### config.mk
export PLATFORM = sky130hd
export DESIGN_NAME = seven_seg_display_scanner_flat
export DESIGN_NICKNAME = d
export VERILOG_FILES = /design/src/rtl/seven_seg_display_scanner_if.sv /design/src/rtl/seven_seg_display_scanner.sv /design/src/flat_wrapper.sv
export SDC_FILE = /design/constraint.sdc
export NUM_CORES = 1
export LEC_CHECK = 0
export CAP_MARGIN = 20
export CORE_AREA = 3 3 105 57
export DETAILED_ROUTE_END_ITERATION = 7
export DIE_AREA = 0 0 108 60
export PLACE_DENSITY = 0.8
export SYNTH_ARGS = -nofsm -noshare
export SYNTH_HDL_FRONTEND = slang
export SYNTH_SLANG_ARGS = --single-unit
### constraint.sdc
create_clock -name clk_out -period 2.25 [get_ports clk_out]
set_input_delay 0.5625 -clock clk_out [delete_from_list [all_inputs] [get_ports clk_out]]
set_output_delay 0.5625 -clock clk_out [all_outputs]
set_load 0.02 [all_outputs]
### src/rtl/seven_seg_display_scanner_if.sv
// Bundle between the clock counter chain (master) and the 4-digit display
// scanner (slave): BCD time digits and blink requests in, board pin levels out.
interface seven_seg_display_scanner_if;
  logic [3:0] counter1;
  logic [2:0] counter2;
  logic [3:0] counter3;
  logic [1:0] counter4;
  logic [5:0] counter_seconds;
  logic       blink_min;
  logic       blink_hr;
  logic [3:0] anode;
  logic [6:0] seg;
  logic       dp;

  modport master (
    output counter1, counter2, counter3, counter4, counter_seconds,
    output blink_min, blink_hr,
    input  anode, seg, dp
  );

  modport slave (
    input  counter1, counter2, counter3, counter4, counter_seconds,
    input  blink_min, blink_hr,
    output anode, seg, dp
  );
endinterface

### src/rtl/seven_seg_display_scanner.sv
// Time-multiplexed 4-digit common-anode 7-segment driver with field blinking,
// colon flash and a dead slot per digit. Optional: LEADING_ZERO_BLANK_EN.
module seven_seg_display_scanner #(
  parameter int unsigned REFRESH_DIV = 100000,
  parameter int unsigned BLINK_DIV   = 50000000
) (
  input  logic                          clk_out,
  input  logic                          reset,
  seven_seg_display_scanner_if.slave    disp
);

  localparam int unsigned RW = (REFRESH_DIV > 1) ? $clog2(REFRESH_DIV) : 1;
  localparam int unsigned BW = (BLINK_DIV > 1) ? $clog2(BLINK_DIV) : 1;
  localparam logic [RW-1:0] REFRESH_LAST = RW'(REFRESH_DIV - 1);
  localparam logic [BW-1:0] BLINK_LAST   = BW'(BLINK_DIV - 1);

  logic [RW-1:0] refresh_cnt_q, refresh_cnt_d;
  logic [BW-1:0] blink_cnt_q, blink_cnt_d;
  logic [1:0]    index_q, index_d;
  logic          blink_phase_q, blink_phase_d;
  logic [3:0]    anode_q, anode_d;
  logic [6:0]    seg_q, seg_d;
  logic          dp_q, dp_d;

  logic          refresh_last;
  logic          blink_last;
  logic [3:0]    digit;
  logic          group_blink;

  // Active-high segment pattern; illegal BCD returns all segments off.
  function automatic logic [6:0] seg_pattern(input logic [3:0] v);
    case (v)
      4'd0:    return 7'h3F;
      4'd1:    return 7'h06;
      4'd2:    return 7'h5B;
      4'd3:    return 7'h4F;
      4'd4:    return 7'h66;
      4'd5:    return 7'h6D;
      4'd6:    return 7'h7D;
      4'd7:    return 7'h07;
      4'd8:    return 7'h7F;
      4'd9:    return 7'h6F;
      default: return 7'h00;
    endcase
  endfunction

  always_comb begin
    // NOTE: every always_comb output gets a default first so no path infers a latch.
    refresh_last  = (refresh_cnt_q == REFRESH_LAST);
    refresh_cnt_d = refresh_last ? '0 : refresh_cnt_q + 1'b1;
    index_d       = refresh_last ? index_q + 2'd1 : index_q;

    blink_last    = (blink_cnt_q == BLINK_LAST);
    blink_cnt_d   = blink_last ? '0 : blink_cnt_q + 1'b1;
    blink_phase_d = blink_last ? ~blink_phase_q : blink_phase_q;

    case (index_q)
      2'd0:    digit = disp.counter1;
      2'd1:    digit = {1'b0, disp.counter2};
      2'd2:    digit = disp.counter3;
      default: digit = {2'b00, disp.counter4};
    endcase
    group_blink = index_q[1] ? disp.blink_hr : disp.blink_min;

    anode_d = 4'b1111;
    seg_d   = 7'h7F;
    dp_d    = 1'b1;
    // Last count of each slot stays dark to stop the next digit ghosting.
    if (!refresh_last) begin
      anode_d = ~(4'b0001 << index_q);
      seg_d   = ~seg_pattern(digit);
      dp_d    = !(index_q == 2'd2 && !disp.counter_seconds[0]);
      if (!blink_phase_q && group_blink) anode_d = 4'b1111;
`ifdef LEADING_ZERO_BLANK_EN
      if (index_q == 2'd3 && disp.counter4 == 2'd0) anode_d = 4'b1111;
`endif
    end
  end

  always_ff @(posedge clk_out) begin
    // NOTE: sequential state uses non-blocking assignments so all registers update together.
    if (!reset) begin
      refresh_cnt_q <= '0;
      index_q       <= 2'd0;
      blink_cnt_q   <= '0;
      blink_phase_q <= 1'b1;
      anode_q       <= 4'b1111;
      seg_q         <= 7'h7F;
      dp_q          <= 1'b1;
    end else begin
      refresh_cnt_q <= refresh_cnt_d;
      index_q       <= index_d;
      blink_cnt_q   <= blink_cnt_d;
      blink_phase_q <= blink_phase_d;
      anode_q       <= anode_d;
      seg_q         <= seg_d;
      dp_q          <= dp_d;
    end
  end

  assign disp.anode = anode_q;
  assign disp.seg   = seg_q;
  assign disp.dp    = dp_q;

endmodule

### src/flat_wrapper.sv
// flat-port wrapper written by rule: the top's interface ports become plain ports
module seven_seg_display_scanner_flat 
#(
  parameter int unsigned REFRESH_DIV = 100000,
  parameter int unsigned BLINK_DIV   = 50000000
)
  (clk_out, reset, disp_counter1, disp_counter2, disp_counter3, disp_counter4, disp_counter_seconds, disp_blink_min, disp_blink_hr, disp_anode, disp_seg, disp_dp);
  seven_seg_display_scanner_if disp_i ();
  input  logic clk_out;
  input  logic reset;
  input wire logic [$bits(disp_i.counter1)-1:0] disp_counter1;
  input wire logic [$bits(disp_i.counter2)-1:0] disp_counter2;
  input wire logic [$bits(disp_i.counter3)-1:0] disp_counter3;
  input wire logic [$bits(disp_i.counter4)-1:0] disp_counter4;
  input wire logic [$bits(disp_i.counter_seconds)-1:0] disp_counter_seconds;
  input wire logic [$bits(disp_i.blink_min)-1:0] disp_blink_min;
  input wire logic [$bits(disp_i.blink_hr)-1:0] disp_blink_hr;
  output wire logic [$bits(disp_i.anode)-1:0] disp_anode;
  output wire logic [$bits(disp_i.seg)-1:0] disp_seg;
  output wire logic [$bits(disp_i.dp)-1:0] disp_dp;
  assign disp_i.counter1 = disp_counter1;
  assign disp_i.counter2 = disp_counter2;
  assign disp_i.counter3 = disp_counter3;
  assign disp_i.counter4 = disp_counter4;
  assign disp_i.counter_seconds = disp_counter_seconds;
  assign disp_i.blink_min = disp_blink_min;
  assign disp_i.blink_hr = disp_blink_hr;
  assign disp_anode = disp_i.anode;
  assign disp_seg = disp_i.seg;
  assign disp_dp = disp_i.dp;
  seven_seg_display_scanner #(.REFRESH_DIV(REFRESH_DIV), .BLINK_DIV(BLINK_DIV)) u_core (.clk_out(clk_out), .reset(reset), .disp(disp_i));
endmodule
==> flow_summary.ini, run 1 <==
[cts]
root_buffer = clkbuf_8
numClockSinks = 58
ctsHoldBuffers = 0
cts_buffers = 9
clock_latency_ns = 0.34
cts_buffer_depth = 2
cts_tree = done
htreeDepth = 3
clk_pin_slew_worst_paths_ns = 0.07

[run]
max-cap-violations = 0

[floorplan]
io_pins = 35
die_area_sq_um = 6480
rows = 18
core_sq_um = 4980
die_w_microns = 108
start_util_pct = 55.5
die_h_microns = 60

[cells_and_area]
drive_gt1_share_pct = 10.3
multiInputGateArea_sq_um = 1480
num_antenna_cells = 0
syn_to_final_growth_pct = 21.7
post-route-util_pct = 67.5
final_nets = 378
seq_area_sq_um = 1160
n_fill_cell = 401
design_area_sq_um = 3360

[routing]
num_vias = 2296
post_drt_wl_per_cell_microns = 13.5
vias_per_cell = 5.49
drtPass1Iterations = 4
drt-initial-drc-count = 92
route.detailed.drc = 0
drt_wl_total_mm = 5.66
ant_nets = 0

[run_status]
status = finished clean

[worst_setup_path]
endpoint_kind = flip-flop
cp_slowest_cell = a222oi_1
crit_type = flip-flop to flip-flop
crit_path_max_incr_delay_ns = 0.40
crit_path_start_kind = flip-flop
r2r.worst_path.cells = 8
rr_startpoint = u_core.index_q[1]$_SDFFE_PN0P_
cp_cell_sequence = inv_1, ha_1, a222oi_1, mux2_2, inv_1, ha_1, nor3_1, o31ai_1
crit_path_max_fanout = 6
cp-startpoint = u_core.index_q[1]$_SDFFE_PN0P_
worst_r2r_endpoint = u_core.disp.seg[3]$_SDFF_PP1_
r2r_slack_ns = 0.16
cp.required_ns = 2.47
arrival_ns = 2.31

[synthesis]
synth.most_common_cell = dfxtp_1
yosysTopAreaCell = dfxtp_1
yosysSeqAreaShare_pct = 42.0
synth_seq_cells = 58
syn_area_sq_um = 2760
yosysUniqueCellTypes = 43
syn_nets = 342
syn_inst = 307
avgSynthCellArea_sq_um = 8.99
synth_top_area_share_pct = 42.0
synthFlopType = dfxtp_1
yosys-top-cells-area = dfxtp_1 42%, ha_1 5.4%, xor2_1 5.1%
async_reset_ff_share_pct = 0
synth_enable_flop_cells = 0
yosysWarnings = 0
yosys-top-cells-count = 58 x dfxtp_1, 32 x nor2_1, 17 x a21oi_1, 17 x nand2_1, 16 x xor2_1

[global_route]
grt_overflow_total = 0
grt_pass1_wl_mm = 9.52
grt_max_degree = 26
grt.total_usage_pct = 18.9
grt_pass1_vias = 2194
antenna_found_initial = 0

[min_path]
hold_depth = 1
min_from = u_core.blink_cnt_q[0]$_SDFF_PP0_
whs_endpoint = u_core.blink_cnt_q[0]$_SDFF_PP0_
hold_path_class = flip-flop to flip-flop

[placement]
gp_routability_congestion = 0.921
pre_cts_slack_ns = -0.147
placed_area_sq_um = 3130
dpl.hpwl_mm = 4.01
port_buffers = 29

[timing]
worstMarginPinSlew_ns = 0.461
finClkSkew_ns = 0.00940
slew_headroom_pct = 69.1
period_needed_ns = 2.09
finalSetupViolCount = 0
slew_viol_final = 0
fin_ws_ns = 0.161
timing.hold.ws_ns = 0.463
finalHoldViolCount = 0
fmax_mhz = 479
rsz0062_at_grt = no
fin_tns_setup_ns = 0
finalCritPeriodShare_pct = 92.8

[pwr]
peakVddDrop_mv = 0.398
p_per_area_nw_per_um2 = 693
p_leak_nw = 1.24
## cells by family after synthesis
| kind of cell | Yosys count | synth area share [%] |
|---|---|---|
| muxes | 3 | 1.13 |
| DFF | 58 | 42.0 |
| adders and majority gates | 12 | 5.44 |
| and+or+nand+nor | 134 | 27.2 |
| buffers and inverters | 25 | 4.40 |
| AOI/OAI and AO/OA | 50 | 11.8 |
| xor gates and xnor gates | 25 | 7.93 |
## per-layer routing
| metal | up-vias | GRT usage (%) | share of wire (%) |
|---|---|---|---|
| met5 | - | 0 | 0 |
| met4 | 0 | 7.19 | 0.83 |
| met3 | 5 | 5.83 | 3.7 |
| met2 | 43 | 34.8 | 52 |
| met1 | 1079 | 20.8 | 44 |
| li1 | 1169 | - | - |
## report_power, final
part	total, mW	internal [mW]	switching, mW	leakage (nW)
combinational	0.140	0.0736	0.0666	0.652
clock	1.13	0.730	0.405	0.120
sequential	1.06	1.05	0.0105	0.472
total	2.33	1.85	0.482	1.24
## worst max path at each step
| stage | slack (ns) | end |
|---|---|---|
| after global routing | 0.03 | u_core.disp.seg[3]$_SDFF_PP1_ |
| after global placement | -0.11 | u_core.disp.seg[3]$_SDFF_PP1_ |
| after floorplan | 0.21 | u_core.disp.seg[3]$_SDFF_PP1_ |
| final | 0.16 | u_core.disp.seg[3]$_SDFF_PP1_ |
| after CTS | 0.05 | u_core.disp.seg[3]$_SDFF_PP1_ |
| after detailed placement | -0.15 | u_core.disp.seg[3]$_SDFF_PP1_ |
## through the flow
step           cells  total power [mW]
4_1_cts          418              2.36
3_5_place_dp     402              1.22
6_report         418              2.33
5_1_grt          418              2.42
2_1_floorplan    307              1.15
3_3_place_gp     402              1.21
## state kept, by name (all words and copies together) (netlist names)
register and cells:
u_core.blink_cnt_q 26, u_core.index_q 2, u_core.disp.seg 7, u_core.blink_phase_q 1, u_core.disp.dp 1, u_core.disp.anode 4, u_core.refresh_cnt_q 17
## worst max-delay path: cells and delay by family, from the launching register on
family / cells / cell delay (ns)
AO/OA/AOI/OAI: 2 / 0.49
adder cells (fa/ha/maj): 2 / 0.52
buffers and inverters: 2 / 0.14
flip-flops: 1 / 0.39
multiplexers: 1 / 0.24
AND/OR/NAND/NOR: 1 / 0.20
## placed cells by master, fill, tap and decap left out, types with 2 or more instances in the layout
cell type / netlist / routed
and4_1: 6 / 6
o31ai_1: 11 / 11
nand3_1: 15 / 15
nor4_1: 2 / 2
a222oi_1: 3 / 3
or4_1: 5 / 5
clkdlybuf4s50_1: 0 / 29
inv_1: 13 / 13
nor4b_1: 4 / 4
a21o_1: 2 / 2
a21oi_1: 17 / 17
mux2i_1: 2 / 2
nand2_1: 17 / 17
and3_1: 9 / 9
clkinv_2: 0 / 3
ha_1: 12 / 12
o21ai_0: 12 / 12
buf_4: 4 / 8
nor3_1: 8 / 8
xor2_1: 16 / 16
dfxtp_1: 58 / 56
clkbuf_8: 0 / 9
or3_1: 7 / 7
dfxtp_2: 0 / 2
nand4_1: 14 / 14
xnor2_1: 9 / 9
and2_1: 4 / 4
nor2_1: 32 / 32
or2_2: 2 / 2
bufinv_16: 0 / 3
## layout make-up
class                   instances  share of cell area [%]
inverters                      13                    1.45
multi-input cells             224                    44.0
clock buffers                  10                    3.80
well taps                      70                    2.61
clock inverters                 6                    3.13
repair buffers                 37                    10.4
flip-flops and latches         58                    34.6
## repair_timing
item                       4_1_cts  5_1_grt
setup endpoints to repair        0        4
gates resized for setup          0        2
setup buffers                    0        0
hold endpoints to repair         0        0
(Power assumes the default switching activity.)
==> inputs of run 2 (changes only) <==
==> constraint.sdc (replaced) <==
create_clock -name clk_out -period 2.25 [get_ports clk_out]
set_input_delay 0.5625 -clock clk_out [delete_from_list [all_inputs] [get_ports clk_out]]
set_output_delay 0.5625 -clock clk_out [all_outputs]
set_load 0.1 [all_outputs]
==> flow_summary.ini, run 2 (synthesis gave the netlist of run 1 again) <==
[placement]
pre_cts_slack_ns = -0.160
gp_routability_congestion = 0.897
port_buffers = 29
dpl.hpwl_mm = 4.00
placed_area_sq_um = 3100

[routing]
drtPass1Iterations = 4
num_vias = 2321
drt-initial-drc-count = 123
post_drt_wl_per_cell_microns = 13.8
route.detailed.drc = 0
drt_wl_total_mm = 5.77
ant_nets = 0
vias_per_cell = 5.55

[min_path]
hold_path_class = flip-flop to flip-flop
hold_depth = 1
whs_endpoint = u_core.blink_cnt_q[0]$_SDFF_PP0_
min_from = u_core.blink_cnt_q[0]$_SDFF_PP0_

[floorplan]
rows = 18
start_util_pct = 55.5
core_sq_um = 4980
die_h_microns = 60
io_pins = 35
die_w_microns = 108
die_area_sq_um = 6480

[timing]
fmax_mhz = 474
finalSetupViolCount = 0
finalHoldViolCount = 0
slew_viol_final = 0
worstMarginPinSlew_ns = 0.555
slew_headroom_pct = 62.8
finalCritPeriodShare_pct = 93.8
fin_tns_setup_ns = 0
timing.hold.ws_ns = 0.461
finClkSkew_ns = 0.00713
period_needed_ns = 2.11
fin_ws_ns = 0.140
rsz0062_at_grt = no

[cells_and_area]
design_area_sq_um = 3320
largest_reg_flops = 26
post-route-util_pct = 66.6
mostFrequentLayoutCell = dfxtp_1
syn_to_final_growth_pct = 20.1
num_antenna_cells = 0
most-common-layout-cells = 56 x dfxtp_1, 32 x nor2_1, 21 x buf_4
n_fill_cell = 395
final_nets = 379
largest-register = u_core.blink_cnt_q
drive_gt1_share_pct = 15.2

[cts]
numClockSinks = 58
cts_buffer_depth = 2
root_buffer = clkbuf_8
ctsHoldBuffers = 0
htreeDepth = 3
cts_tree = done
clock_latency_ns = 0.33
clk_pin_slew_worst_paths_ns = 0.06
cts_buffers = 9

[run]
max-cap-violations = 0

[run_status]
status = finished clean

[global_route]
grt_pass1_wl_mm = 9.76
grt_max_degree = 26
grt_pass1_vias = 2224
antenna_found_initial = 0
grt_overflow_total = 0
grt.total_usage_pct = 19.3

[worst_setup_path]
r2r.worst_path.cells = 8
rr_startpoint = u_core.index_q[1]$_SDFFE_PN0P_
crit_path_max_incr_delay_ns = 0.43
crit_path_start_kind = flip-flop
endpoint_kind = flip-flop
worst_r2r_endpoint = u_core.disp.seg[3]$_SDFF_PP1_
cp_slowest_cell = a222oi_1
r2r_slack_ns = 0.14
cp.required_ns = 2.46
cp_cell_sequence = inv_1, ha_1, a222oi_1, mux2_2, inv_1, ha_1, nor3_2, o31ai_1
crit_path_max_fanout = 6
arrival_ns = 2.32
crit_type = flip-flop to flip-flop

[pwr]
p_leak_nw = 1.23
peakVddDrop_mv = 0.357
p_per_area_nw_per_um2 = 650
[run 2: how the worst max path moves through the flow]
stage                                    from  depth (start not counted)                             to
2_1_floorplan  u_core.index_q[1]$_SDFFE_PN0P_                          8  u_core.disp.seg[3]$_SDFF_PP1_
3_3_place_gp                 disp_counter2[1]                          7  u_core.disp.seg[3]$_SDFF_PP1_
3_5_place_dp                 disp_counter2[1]                          7  u_core.disp.seg[3]$_SDFF_PP1_
4_1_cts        u_core.index_q[0]$_SDFFE_PN0P_                          8  u_core.disp.seg[3]$_SDFF_PP1_
5_1_grt        u_core.index_q[1]$_SDFFE_PN0P_                          8  u_core.disp.seg[3]$_SDFF_PP1_
6_report       u_core.index_q[1]$_SDFFE_PN0P_                          8  u_core.disp.seg[3]$_SDFF_PP1_
[run 2: power breakdown]
group	internal, mW	switching (mW)	leakage [nW]
combinational	0.0722	0.128	0.661
clock	0.514	0.383	0.0948
sequential	1.04	0.0108	0.472
[run 2: worst max-delay path: cells and delay by family (launching register included)]
kind | cells | cell delay [ns]
compound gates | 2 | 0.51
mux | 1 | 0.24
flops | 1 | 0.38
buf+inv | 2 | 0.13
simple gates | 1 | 0.18
fa+ha+maj | 2 | 0.55
[run 2: layout make-up]
type | count | area (sq um) | share of cell area [%]
Clock buffer | 14 | 183 | 5.51
Clock inverter | 1 | 7.51 | 0.226
Timing Repair Buffer | 38 | 328 | 9.89
Multi-Input combinational cell | 224 | 1500 | 45.1
Tap cell | 70 | 87.6 | 2.64
Sequential cell | 58 | 1170 | 35.2
Inverter | 13 | 48.8 | 1.47
[run 2: through the flow]
step           cells  power [mW]
6_report         418        2.15
5_1_grt          418        2.23
4_1_cts          417        2.17
3_5_place_dp     402        1.27
3_3_place_gp     402        1.27
2_1_floorplan    307        1.21
[run 2: routing by layer]
metal	share of wire (%)	vias to the layer above	GRT usage, %	wire [microns]
li1	-	1173	-	-
met1	43	1095	21.4	2490
met2	51	45	35.2	2960
met3	3.9	8	4.96	227
met4	1.6	0	9.35	93
met5	0	-	0	0
[run 2: what timing repair did]
| action | 4_1_cts | 5_1_grt |
|---|---|---|
| buffers inserted | 0 | 1 |
| pin swaps | 0 | 2 |
| resized for setup | 1 | 7 |
| setup endpoints to repair | 1 | 6 |
==> inputs of run 3 (changes only) <==
--- a/config.mk
+++ b/config.mk
@@ -6,10 +6,12 @@
 export NUM_CORES = 1
 export LEC_CHECK = 0
 export CAP_MARGIN = 20
-export CORE_AREA = 3 3 105 57
+export CELL_PAD_IN_SITES_DETAIL_PLACEMENT = 1
+export CELL_PAD_IN_SITES_GLOBAL_PLACEMENT = 2
+export CORE_AREA = 10 10 139 77
 export DETAILED_ROUTE_END_ITERATION = 7
-export DIE_AREA = 0 0 108 60
-export PLACE_DENSITY = 0.8
+export DIE_AREA = 0 0 149 87
+export PLACE_DENSITY = 0.81
 export SYNTH_ARGS = -nofsm -noshare
 export SYNTH_HDL_FRONTEND = slang
 export SYNTH_SLANG_ARGS = --single-unit
==> flow_summary.ini, run 3 (synthesis gave the netlist of run 1 again) <==
[floorplan]
die_area_sq_um = 13000
start_util_pct = 32.8
die_w_microns = 149
die_h_microns = 87
core_sq_um = 8410
io_pins = 35
rows = 24

[timing]
finalHoldViolCount = 0
finalCritPeriodShare_pct = 93.9
fin_tns_setup_ns = 0
finClkSkew_ns = 0.00610
timing.hold.ws_ns = 0.464
fmax_mhz = 473
period_needed_ns = 2.11
slew_headroom_pct = 50.3
fin_ws_ns = 0.137
slew_viol_final = 0
finalSetupViolCount = 0
worstMarginPinSlew_ns = 0.743

[cts]
numClockSinks = 58
cts_buffer_depth = 2
htreeDepth = 3
clock_latency_ns = 0.33
cts_tree = done
root_buffer = clkbuf_16
clk_pin_slew_worst_paths_ns = 0.05
cts_buffers = 9

[cells_and_area]
most-common-layout-cells = 56 x dfxtp_1, 32 x nor2_1, 30 x buf_4
mostFrequentLayoutCell = dfxtp_1
largest_reg_flops = 26
largest-register = u_core.blink_cnt_q
drive_gt1_share_pct = 17.9
n_fill_cell = 975
num_antenna_cells = 0
syn_to_final_growth_pct = 29.0
final_nets = 388
design_area_sq_um = 3560

[run_status]
status = finished clean

[worst_setup_path]
cp_cell_sequence = inv_1, ha_2, a22oi_1, nor2_1, and3_1, o31ai_1
crit_path_start_kind = flip-flop
cp_slowest_cell = nor2_1
endpoint_kind = flip-flop
crit_path_max_fanout = 9
cp.required_ns = 2.46
crit_type = flip-flop to flip-flop
arrival_ns = 2.32
crit_path_max_incr_delay_ns = 0.58

[placement]
pre_cts_slack_ns = -0.195
placed_area_sq_um = 3220
gp_routability_congestion = 0.769
port_buffers = 29
dpl.hpwl_mm = 5.97

[pwr]
p_leak_nw = 1.33
p_per_area_nw_per_um2 = 720
peakVddDrop_mv = 0.362
finalPower_mw = 2.57

[routing]
drt_wl_total_mm = 7.88
drtPass1Iterations = 4
ant_nets = 0
drt-initial-drc-count = 90
num_vias = 2431
post_drt_wl_per_cell_microns = 16.6
vias_per_cell = 5.12
route.detailed.drc = 0

[global_route]
grt_overflow_total = 0
antenna_found_initial = 0
grt.total_usage_pct = 13.0
grt_pass1_wl_mm = 13.3
grt_max_degree = 19
grt_pass1_vias = 2537

[min_path]
hold_path_class = flip-flop to flip-flop

[run]
max-cap-violations = 0
run 3: layout make-up:
class | instances | area, sq um | share of cell area, %
multi-input cells | 224 | 1530 | 42.8
flip-flops and latches | 58 | 1160 | 32.7
repair buffers | 47 | 395 | 11.1
clock buffers | 14 | 274 | 7.69
well taps | 117 | 146 | 4.11
inverters | 13 | 48.8 | 1.37
clock inverters | 2 | 10.0 | 0.281
run 3: critical path, delay by kind of cell (launching register included):
kind                       cells  cell delay, ns
AOI/OAI and AO/OA              2            0.25
adders and majority gates      1            0.28
buffers and inverters          1            0.14
DFF                            1            0.33
and+or+nand+nor                2            0.98
run 3: layer usage:
layer,vias up,routed length (microns),track usage [%]
met5,-,0,0
met2,34,3260,18.4
li1,1196,-,-
met1,1193,4210,17.7
met4,0,112,5.05
met3,8,299,4.56
run 3: path summary, 6_finish.rpt:
kind                                      startpoint                                  to  slack [ns]  cells past startpoint
setup reg to reg      u_core.index_q[0]$_SDFFE_PN0P_       u_core.disp.seg[5]$_SDFF_PP1_        0.14                      6
hold reg to reg   u_core.refresh_cnt_q[0]$_SDFF_PP0_  u_core.refresh_cnt_q[0]$_SDFF_PP0_        0.46                      1
setup / recovery      u_core.index_q[0]$_SDFFE_PN0P_       u_core.disp.seg[5]$_SDFF_PP1_        0.14                      6
hold / removal    u_core.refresh_cnt_q[0]$_SDFF_PP0_  u_core.refresh_cnt_q[0]$_SDFF_PP0_        0.46                      1
run 3: power by group:
part / internal [mW] / leakage, nW / total [mW] / switching [mW]
combinational: 0.0770 / 0.712 / 0.215 / 0.138
sequential: 1.05 / 0.472 / 1.06 / 0.0121
clock: 0.831 / 0.143 / 1.29 / 0.461
run 3: repair_timing:
action                                  in CTS  in global routing
pin swaps                                    1                  4
hold buffers                                 0                  0
setup buffers                                1                  1
endpoints found under the setup margin       4                  6
resized for setup                            1                 10
run 3: through the flow:
step	cells	util, %
after global routing	475	42.4
after floorplan	307	-
after CTS	474	41.8
final	475	42.4
after global placement	457	38.2
after detailed placement	457	38.2
